File: src/rtl/mem_slot_pkg.sv
// Shared types and helpers for the memory bus slot scheduler.
package mem_slot_pkg;

  typedef enum logic [2:0] {
    OWN_NONE    = 3'd0,
    OWN_VIDEO   = 3'd1,
    OWN_SND     = 3'd2,
    OWN_DSK_INT = 3'd3,
    OWN_DSK_EXT = 3'd4,
    OWN_CPU     = 3'd5
  } owner_t;

  localparam int DEFAULT_SLOT_TICKS = 4;
  localparam int LAST_TICK          = DEFAULT_SLOT_TICKS - 1;

  // Width of a counter holding 0..slot_ticks-1 (at least one bit).
  function automatic int tick_w(input int slot_ticks);
    return (slot_ticks <= 2) ? 1 : $clog2(slot_ticks);
  endfunction

endpackage

File: src/rtl/mem_slot_tick.sv
// Slot timebase: counts clk8 rising-phase ticks and flags the last tick and slot boundary.
module mem_slot_tick
  import mem_slot_pkg::*;
#(
  parameter int SLOT_TICKS = LAST_TICK + 1
) (
  input  logic clk32,
  input  logic _reset,
  input  logic clk8_en_p,
  output logic last_tick,
  output logic boundary,
  output logic slot_start
);

  localparam int              TW     = tick_w(SLOT_TICKS);
  localparam logic [TW-1:0]   LAST_T = TW'(SLOT_TICKS - 1);

  logic [TW-1:0] tick;

  assign last_tick = (tick == LAST_T);
  assign boundary  = clk8_en_p && last_tick;

  // NOTE: flops use non-blocking assignments so every register samples pre-edge values regardless of statement order.
  always_ff @(posedge clk32 or negedge _reset) begin
    if (!_reset) begin
      tick       <= '0;
      slot_start <= 1'b0;
    end else begin
      slot_start <= boundary;
      if (boundary)
        tick <= '0;
      else if (clk8_en_p)
        tick <= tick + 1'b1;
    end
  end

endmodule

File: src/rtl/mem_slot_scheduler.sv
// Time-slotted owner arbiter for the shared RAM/ROM bus (video, sound, floppy, 68000).
// Optional MEM_SLOT_CPU_MIN_SHARE_EN adds a wait counter that forces a starved CPU in.
module mem_slot_scheduler
  import mem_slot_pkg::*;
#(
  parameter int SLOT_TICKS = LAST_TICK + 1
`ifdef MEM_SLOT_CPU_MIN_SHARE_EN
  , parameter int CPU_MAX_WAIT = 3
`endif
) (
  input  logic   clk32,
  input  logic   _reset,
  input  logic   clk8_en_p,
  input  logic   clk8_en_n,
  input  logic   video_req,
  input  logic   snd_req,
  input  logic   dsk_int_req,
  input  logic   dsk_ext_req,
  input  logic   cpu_req,
  output logic   videoBusControl,
  output logic   cpuBusControl,
  output logic   memoryLatch,
  output owner_t owner,
  output logic   snd_ack,
  output logic   dsk_int_ack,
  output logic   dsk_ext_ack,
  output logic   slot_start
);

  logic   last_tick;
  logic   boundary;
  logic   rr_ext;       // 1: external drive preferred on the next contested disk grant
  logic   force_cpu;
  logic   latch_done;
  logic   latch_fire;
  owner_t next_owner;

  mem_slot_tick #(.SLOT_TICKS(SLOT_TICKS)) u_tick (
    .clk32      (clk32),
    ._reset     (_reset),
    .clk8_en_p  (clk8_en_p),
    .last_tick  (last_tick),
    .boundary   (boundary),
    .slot_start (slot_start)
  );

`ifdef MEM_SLOT_CPU_MIN_SHARE_EN
  localparam int               WAIT_W   = $clog2(CPU_MAX_WAIT + 1);
  localparam logic [WAIT_W-1:0] WAIT_MAX = WAIT_W'(CPU_MAX_WAIT);

  logic [WAIT_W-1:0] wait_cnt;

  always_ff @(posedge clk32 or negedge _reset) begin
    if (!_reset)
      wait_cnt <= '0;
    else if (boundary) begin
      if (!cpu_req || next_owner == OWN_CPU)
        wait_cnt <= '0;
      else if (wait_cnt != WAIT_MAX)
        wait_cnt <= wait_cnt + 1'b1;
    end
  end

  assign force_cpu = (wait_cnt == WAIT_MAX);
`else
  assign force_cpu = 1'b0;
`endif

  // NOTE: next_owner gets a default before the priority chain so no path leaves it unassigned (no inferred latch).
  always_comb begin
    next_owner = OWN_NONE;
    if (video_req)
      next_owner = OWN_VIDEO;
    else if (force_cpu && cpu_req)
      next_owner = OWN_CPU;
    else if (snd_req)
      next_owner = OWN_SND;
    else if (dsk_int_req && (!dsk_ext_req || !rr_ext))
      next_owner = OWN_DSK_INT;
    else if (dsk_ext_req)
      next_owner = OWN_DSK_EXT;
    else if (cpu_req)
      next_owner = OWN_CPU;
  end

  always_ff @(posedge clk32 or negedge _reset) begin
    if (!_reset) begin
      owner           <= OWN_NONE;
      videoBusControl <= 1'b0;
      cpuBusControl   <= 1'b0;
      rr_ext          <= 1'b0;
    end else if (boundary) begin
      owner           <= next_owner;
      videoBusControl <= (next_owner == OWN_VIDEO);
      cpuBusControl   <= (next_owner == OWN_CPU);
      if (next_owner == OWN_DSK_INT || next_owner == OWN_DSK_EXT)
        rr_ext <= ~rr_ext;
    end
  end

  // Latch strobe and acks are registered off the first falling phase of the last tick.
  assign latch_fire = clk8_en_n && last_tick && (owner != OWN_NONE) && !latch_done;

  always_ff @(posedge clk32 or negedge _reset) begin
    if (!_reset) begin
      memoryLatch <= 1'b0;
      snd_ack     <= 1'b0;
      dsk_int_ack <= 1'b0;
      dsk_ext_ack <= 1'b0;
      latch_done  <= 1'b0;
    end else begin
      memoryLatch <= latch_fire;
      snd_ack     <= latch_fire && (owner == OWN_SND);
      dsk_int_ack <= latch_fire && (owner == OWN_DSK_INT);
      dsk_ext_ack <= latch_fire && (owner == OWN_DSK_EXT);
      if (boundary)
        latch_done <= 1'b0;
      else if (latch_fire)
        latch_done <= 1'b1;
    end
  end

endmodule

File: config.mk
export PLATFORM = sky130hd
export DESIGN_NAME = mem_slot_scheduler
export DESIGN_NICKNAME = d
export VERILOG_FILES = /design/src/rtl/mem_slot_pkg.sv /design/src/rtl/mem_slot_tick.sv /design/src/rtl/mem_slot_scheduler.sv
export SDC_FILE = /design/constraint.sdc
export NUM_CORES = 1
export LEC_CHECK = 0
export BUFFER_PORTS_ARGS = -buffer_cell sky130_fd_sc_hd__buf_2
export CAP_MARGIN = 20
export CORE_AREA = 10 10 47 49
export DETAILED_ROUTE_END_ITERATION = 7
export DIE_AREA = 0 0 57 59
export PLACE_DENSITY = 0.71
export SLEW_MARGIN = 25
export SYNTH_ARGS = -nofsm -noshare
export SYNTH_HDL_FRONTEND = slang
export SYNTH_SLANG_ARGS = --single-unit
File: constraint.sdc
create_clock -name clk32 -period 2.8 [get_ports clk32]
set_input_delay 0.14 -clock clk32 [delete_from_list [all_inputs] [get_ports clk32]]
set_output_delay 0.14 -clock clk32 [all_outputs]
set_load 0.02 [all_outputs]
======== Yosys cells after proc, flatten, opt, wreduce, memory -nomap -nowiden ========
Index checks and enable logic that the tools add are counted.
word-level totals
  bits of input ports ..................... 9
  bits in registers ....................... 14
  output and inout bits ................... 10
  logic and storage cells ................. 47
cells by class
  equal/unequal tests ..................... 8
  multiplexer cells ....................... 9
  add/sub/neg operators ................... 1
  reductions and logical operators ........ 17
  bitwise logic cells ..................... 1
operators by type and width
  kind                 count
  $mux 3               5
  $eq 3x2->1 const B   3
  $eq 3x3->1 const B   3
  $logic_and 1x1->1    8
  $mux 2               2
  $reduce_bool 2->1    2
  $eq 3x1->1 const B   1
  $logic_not 1->1      3
  $reduce_bool 3->1    1
  $add 2x1->2 const B  1
  $eq 2x2->1 const B   1
  $logic_or 1x1->1     2
  $mux 1               2
  $reduce_and 2->1     1
  $not 1->1            1

======== Depth between registers and ports, before layout ========
  depth after elaboration ................. 9
  gate-level depth with buffers ........... 5
  depth with buffers taken out ............ 5

======== Modules after synthesis ========
A second synthesis with hierarchy kept.
second synthesis, totals
  cells, all modules ...................... 47
  area, all modules ....................... 581.8 sq um
modules (own cells, without submodules)
  module              area each (sq um)  times used  sequential area each (sq um)  cells each
  mem_slot_scheduler  460.4              1           275.3                         39
  mem_slot_tick       121.4              1           75.1                          8

======== Least setup slack after synthesis ========
OpenSTA, ideal clock, no wires.
  kind .................................... reg2reg
  from .................................... register u_tick.tick[0]
  to ...................................... register owner[0]
  data arrival time ....................... 1,067 ps
  setup time .............................. 126 ps
  buffers on the path ..................... 0
  path slack .............................. 1,607 ps
  cell stages (with the launch flop) ...... 6
  clock period less this slack ............ 1,193 ps
  data required time ...................... 2,674 ps
  cell sequence ........................... dfrtp_1 -> ha_1 -> nand2_4 -> inv_2 -> o31ai_1 -> o32a_1
on the way
  cells in the longest elaborated chain, start to end .. 2
RTL lines
  element                 RTL line                  RTL
  from (decl)             mem_slot_tick.sv:18       logic [TW-1:0] tick;
  from (signal assigned)  mem_slot_tick.sv:33       tick <= tick + 1'b1;
  $eq 2x2->1              mem_slot_tick.sv:20       assign last_tick = (tick == LAST_T);
  $logic_and 1x1->1       mem_slot_tick.sv:21       assign boundary = clk8_en_p && last_tick;
  via boundary            mem_slot_scheduler.sv:31  logic boundary;
  to (signal assigned)    mem_slot_scheduler.sv:93  owner <= next_owner;
  to (decl)               mem_slot_scheduler.sv:23  output owner_t owner,
The timed path passes the listed nets, and every way through them passes these cells.
A chain may end at the register's enable or synchronous reset.

======== Worst setup path after layout ========
Same ends and word-level chain as after synthesis.

==> qor.txt <==
STATUS
--------------------------------------------------------------------------------------
Result of the run ....................................................... complete, no violations

CELLS AND AREA
--------------------------------------------------------------------------------------
Filler cell count in the final layout ...................................          144
Final Core Density ......................................................        53.6%
Number of antenna diodes ................................................            0
Nets ....................................................................           82
Ratio of cells with drive above 1 in the final layout ...................        40.8%
P&R area growth vs syn ..................................................        26.3%
Layout Cell Area excl Fill ..............................................     751 um^2

ROUTING
--------------------------------------------------------------------------------------
Number of routed nets with antenna violations ...........................            0
First-pass iteration count of the detailed router .......................            2
Via total after detailed routing ........................................          459
Vias per cell ...........................................................         5.28
Number of design rule violations left after detail routing ..............            0
Initial DRC count .......................................................            7
Routed length per placed instance .......................................      13.7 um
Total routed wirelength .................................................      1190 um

CRITICAL PATH
--------------------------------------------------------------------------------------
Cell family contributing the most delay on the critical path ............   flip-flops
R2r setup slk ...........................................................      1.51 ns
Count of cells along the worst register-to-register path ................            5
Peak fanout along the critical path .....................................            8
Worst EP arrival ........................................................      1.46 ns
CP endpoint kind ........................................................         flop
Standard cell with the maximum stage delay on the critical path ......... sky130_fd_sc_hd__dfrtp_1
End of the worst register-to-register path ..............................     owner[0]
Setup CP Type ........................................................... flop to flop
Ordered cell list for the critical path ................................. ha_1 > nand2_4 > inv_2 > o31ai_1 > o32a_1
Data required time of the critical path .................................      2.97 ns
Buffers and inverters on the worst path .................................            1
Startpoint Class ........................................................         flop
Maximum single-stage delay on the critical path .........................      0.37 ns
R2r startpoint .......................................................... u_tick.tick[0]

TIMING
--------------------------------------------------------------------------------------
Total negative slack for setup checks ...................................         0 ns
Setup repair after global routing missed its margin .....................           no
Max-slew violation count ................................................            0
Share of the cycle needed by the critical path after routing ............        46.1%
Crit path setup slack, layout ...........................................      1.51 ns
Hold Fails Final Rpt ....................................................            0
Number of setup violations in the final report ..........................            0
Minimum clock period ....................................................      1.29 ns
F_max ...................................................................      774 MHz
Setup skew after layout .................................................   0.00322 ns
Slew at the pin closest to its max-slew limit ...........................     0.305 ns
Worst-case headroom to the max-slew limit ...............................        79.7%

LOGIC SYNTHESIS
--------------------------------------------------------------------------------------
Main combinational cell family by area after synthesis .................. simple AND/OR/NAND/NOR gates
Register bit total from synthesis .......................................           14
Simple-gate area share of the yosys netlist .............................        19.8%
Fraction of the mapped netlist area in adder cells ......................        2.11%
Synthesized instance count ..............................................           48
Unique masters post-synth ...............................................           26
Post-Synthesis Net Count ................................................           58
Proportion of synthesized chip area in sequential cells .................        58.9%
Avg Synthesized Cell Area ...............................................    12.4 um^2
Multiplexer fraction of the synthesized cell area .......................        5.47%
Fraction of the mapped netlist area in compound gates ...................        10.9%
XOR/XNOR share of the synthesized area ..................................        1.47%
Syn. warnings ...........................................................            0
Cell area after synthesis ...............................................     594 um^2

CLOCK NETWORK
--------------------------------------------------------------------------------------
Clock buffers created by TritonCTS ......................................            3
Clock slew at the register clock pins of the worst setup and hold paths .      0.08 ns
Source-to-sink clock delay at the later pin of the worst-skew pair ......      0.28 ns
Number of gates resized after CTS .......................................            0
Buffer cell driving the clock tree root ................................. sky130_fd_sc_hd__clkbuf_4
# clock sinks ...........................................................           14
Clock tree from TritonCTS ...............................................        built
CTS H-Tree Depth ........................................................            1
Maximum buffer depth of the clock tree ..................................            2

FLOORPLAN
--------------------------------------------------------------------------------------
Initial core utilization ................................................        42.4%
Std-Cell Core Area ...................................................... 0.00140 mm^2
Die width ...............................................................        57 um
Overall die height ......................................................        59 um
Placement Rows ..........................................................           14
I/O Pins ................................................................           19
Overall die area ........................................................ 0.00336 mm^2

GLOBAL ROUTING
--------------------------------------------------------------------------------------
Number of global-route vias before repair ...............................          496
Number of antenna violations at the first check in global routing .......            0
Remaining global-route overflow .........................................            0
Largest net degree at the start of global routing .......................           15
Wire length of the first global-routing pass ............................      2100 um
Combined global-route utilization of all metal layers ...................        7.54%

PLACED DESIGN
--------------------------------------------------------------------------------------
Worst setup timing slack at the placement stage .........................      1.52 ns
Detailed-placement wirelength estimate ..................................       942 um
Count of buffers inserted at the top-level ports ........................           18
Placer congestion estimate ..............................................        0.758
Post-Place Cell Area ....................................................     704 um^2

MIN PATH
--------------------------------------------------------------------------------------
Worst hold path cell count ..............................................            2
End of the worst hold path .............................................. u_tick.tick[0]
Worst hold start ........................................................    clk8_en_p
Path category of the worst min-delay check .............................. input pin to flop

PWR
--------------------------------------------------------------------------------------
Pleak ...................................................................     0.402 nW
Max IR drop VDD .........................................................     0.428 mV
Total power per unit cell area ..........................................  886 mW/mm^2
Total Power .............................................................     0.665 mW

JOB
--------------------------------------------------------------------------------------
Max cap viols ...........................................................            0

## cells in the mapped netlist
master / instances / area share, %
sky130_fd_sc_hd__dfrtp_1: 14 / 59
sky130_fd_sc_hd__nor2_1: 6 / 3.8
sky130_fd_sc_hd__nand2_1: 3 / 1.9
sky130_fd_sc_hd__mux2_2: 2 / 3.8
sky130_fd_sc_hd__o31ai_1: 2 / 2.5
sky130_fd_sc_hd__a21oi_1: 1 / 0.84
sky130_fd_sc_hd__a22o_1: 1 / 1.5
sky130_fd_sc_hd__a22o_2: 1 / 1.7
sky130_fd_sc_hd__a31oi_1: 1 / 1.1
sky130_fd_sc_hd__a32o_1: 1 / 1.7
sky130_fd_sc_hd__and2_1: 1 / 1.1
sky130_fd_sc_hd__and3_1: 1 / 1.1
sky130_fd_sc_hd__and4b_1: 1 / 1.7
sky130_fd_sc_hd__and4bb_2: 1 / 2.1
sky130_fd_sc_hd__ha_1: 1 / 2.1
sky130_fd_sc_hd__inv_1: 1 / 0.63
sky130_fd_sc_hd__inv_2: 1 / 0.63
sky130_fd_sc_hd__mux2i_1: 1 / 1.7
sky130_fd_sc_hd__nand2_4: 1 / 1.9
sky130_fd_sc_hd__nand2b_1: 1 / 1.1
sky130_fd_sc_hd__nor3_1: 1 / 0.84
sky130_fd_sc_hd__nor4_2: 1 / 2.1
sky130_fd_sc_hd__o32a_1: 1 / 1.7
sky130_fd_sc_hd__or2b_1: 1 / 1.3
sky130_fd_sc_hd__or3_1: 1 / 1.1
sky130_fd_sc_hd__xor2_1: 1 / 1.5
## sequential cells by signal, summed over array words and instances, names as in the netlist
| name | count |
|---|---|
| owner | 3 |
| rr_ext | 1 |
| u_tick.tick | 2 |
| latch_done | 1 |
| videoBusControl | 1 |
| memoryLatch | 1 |
| cpuBusControl | 1 |
| snd_ack | 1 |
| dsk_ext_ack | 1 |
| dsk_int_ack | 1 |
| u_tick.slot_start | 1 |
## layout by cell type, fill, tap and decap left out, drive strengths merged, types with 2 or more instances in the layout
cell / count
a22o: 2
buf: 18
clkbuf: 4
dfrtp: 14
inv: 2
mux2: 2
nand2: 4
nor2: 6
o31ai: 2
## worst max-delay path by stage
stage	cells after the start	end	slack, ns	startpoint
floorplan	5	owner[0]	1.61	u_tick.tick[0]
global placement	5	owner[0]	1.57	u_tick.tick[0]
detailed placement	5	owner[0]	1.52	u_tick.tick[0]
CTS	5	owner[0]	1.51	u_tick.tick[0]
global route	4	rr_ext	1.39	u_tick.tick[0]
finish	5	owner[0]	1.51	u_tick.tick[0]
## worst register-to-register path: stages (launching register included)
cell	delay, ns
sky130_fd_sc_hd__dfrtp_1	0.37
sky130_fd_sc_hd__ha_1	0.26
sky130_fd_sc_hd__nand2_4	0.12
sky130_fd_sc_hd__inv_2	0.09
sky130_fd_sc_hd__o31ai_1	0.07
sky130_fd_sc_hd__o32a_1	0.28
## area by class of cell
| cell class | instances | area, um^2 | area share (%) |
|---|---|---|---|
| timing repair buffer | 19 | 100 | 13.3 |
| sequential | 14 | 350 | 46.7 |
| multi-input combinational | 32 | 236 | 31.5 |
| inverter | 2 | 7.51 | 1.00 |
| tap | 16 | 20.0 | 2.67 |
| clock buffer | 4 | 36.3 | 4.83 |
## metal layers
metal / part of all wire, % / wire length, um / vias up / global-route usage [%]
li1: - / - / 220 / -
met1: 43 / 513 / 217 / 8.17
met2: 43 / 513 / 18 / 11.6
met3: 12 / 143 / 4 / 4.08
met4: 1.4 / 17 / 0 / 4.03
met5: 0 / 0 / - / 0
## kinds of logic (layout without fill, tap and decap cells)
| logic type | after synthesis | in the layout |
|---|---|---|
| XOR/XNOR | 1 | 1 |
| AO/OA/AOI/OAI | 8 | 8 |
| adder cells (fa/ha/maj) | 1 | 1 |
| buffers and inverters | 2 | 25 |
| multiplexers | 3 | 3 |
| flip-flops | 14 | 14 |
| AND/OR/NAND/NOR | 19 | 19 |
## report_power, final
| part | total (mW) | switching (mW) | internal (mW) |
|---|---|---|---|
| clock network | 0.143 | 0.0642 | 0.0790 |
| logic | 0.215 | 0.120 | 0.0957 |
| registers | 0.307 | 0.0443 | 0.262 |
## what timing repair did
item | 4_1_cts | 5_1_grt
endpoints found under the hold margin | 14 | 0
hold buffers | 1 | 0
setup buffers | 0 | 0
## through the flow
step | cells | hold slack, ns
2_1_floorplan | 48 | -0.156
3_3_place_gp | 82 | 0.0478
3_5_place_dp | 82 | 0.0500
4_1_cts | 87 | 0.112
5_1_grt | 87 | 0.121
6_report | 87 | 0.112
Note: power is estimated with default switching activity, not from simulation.
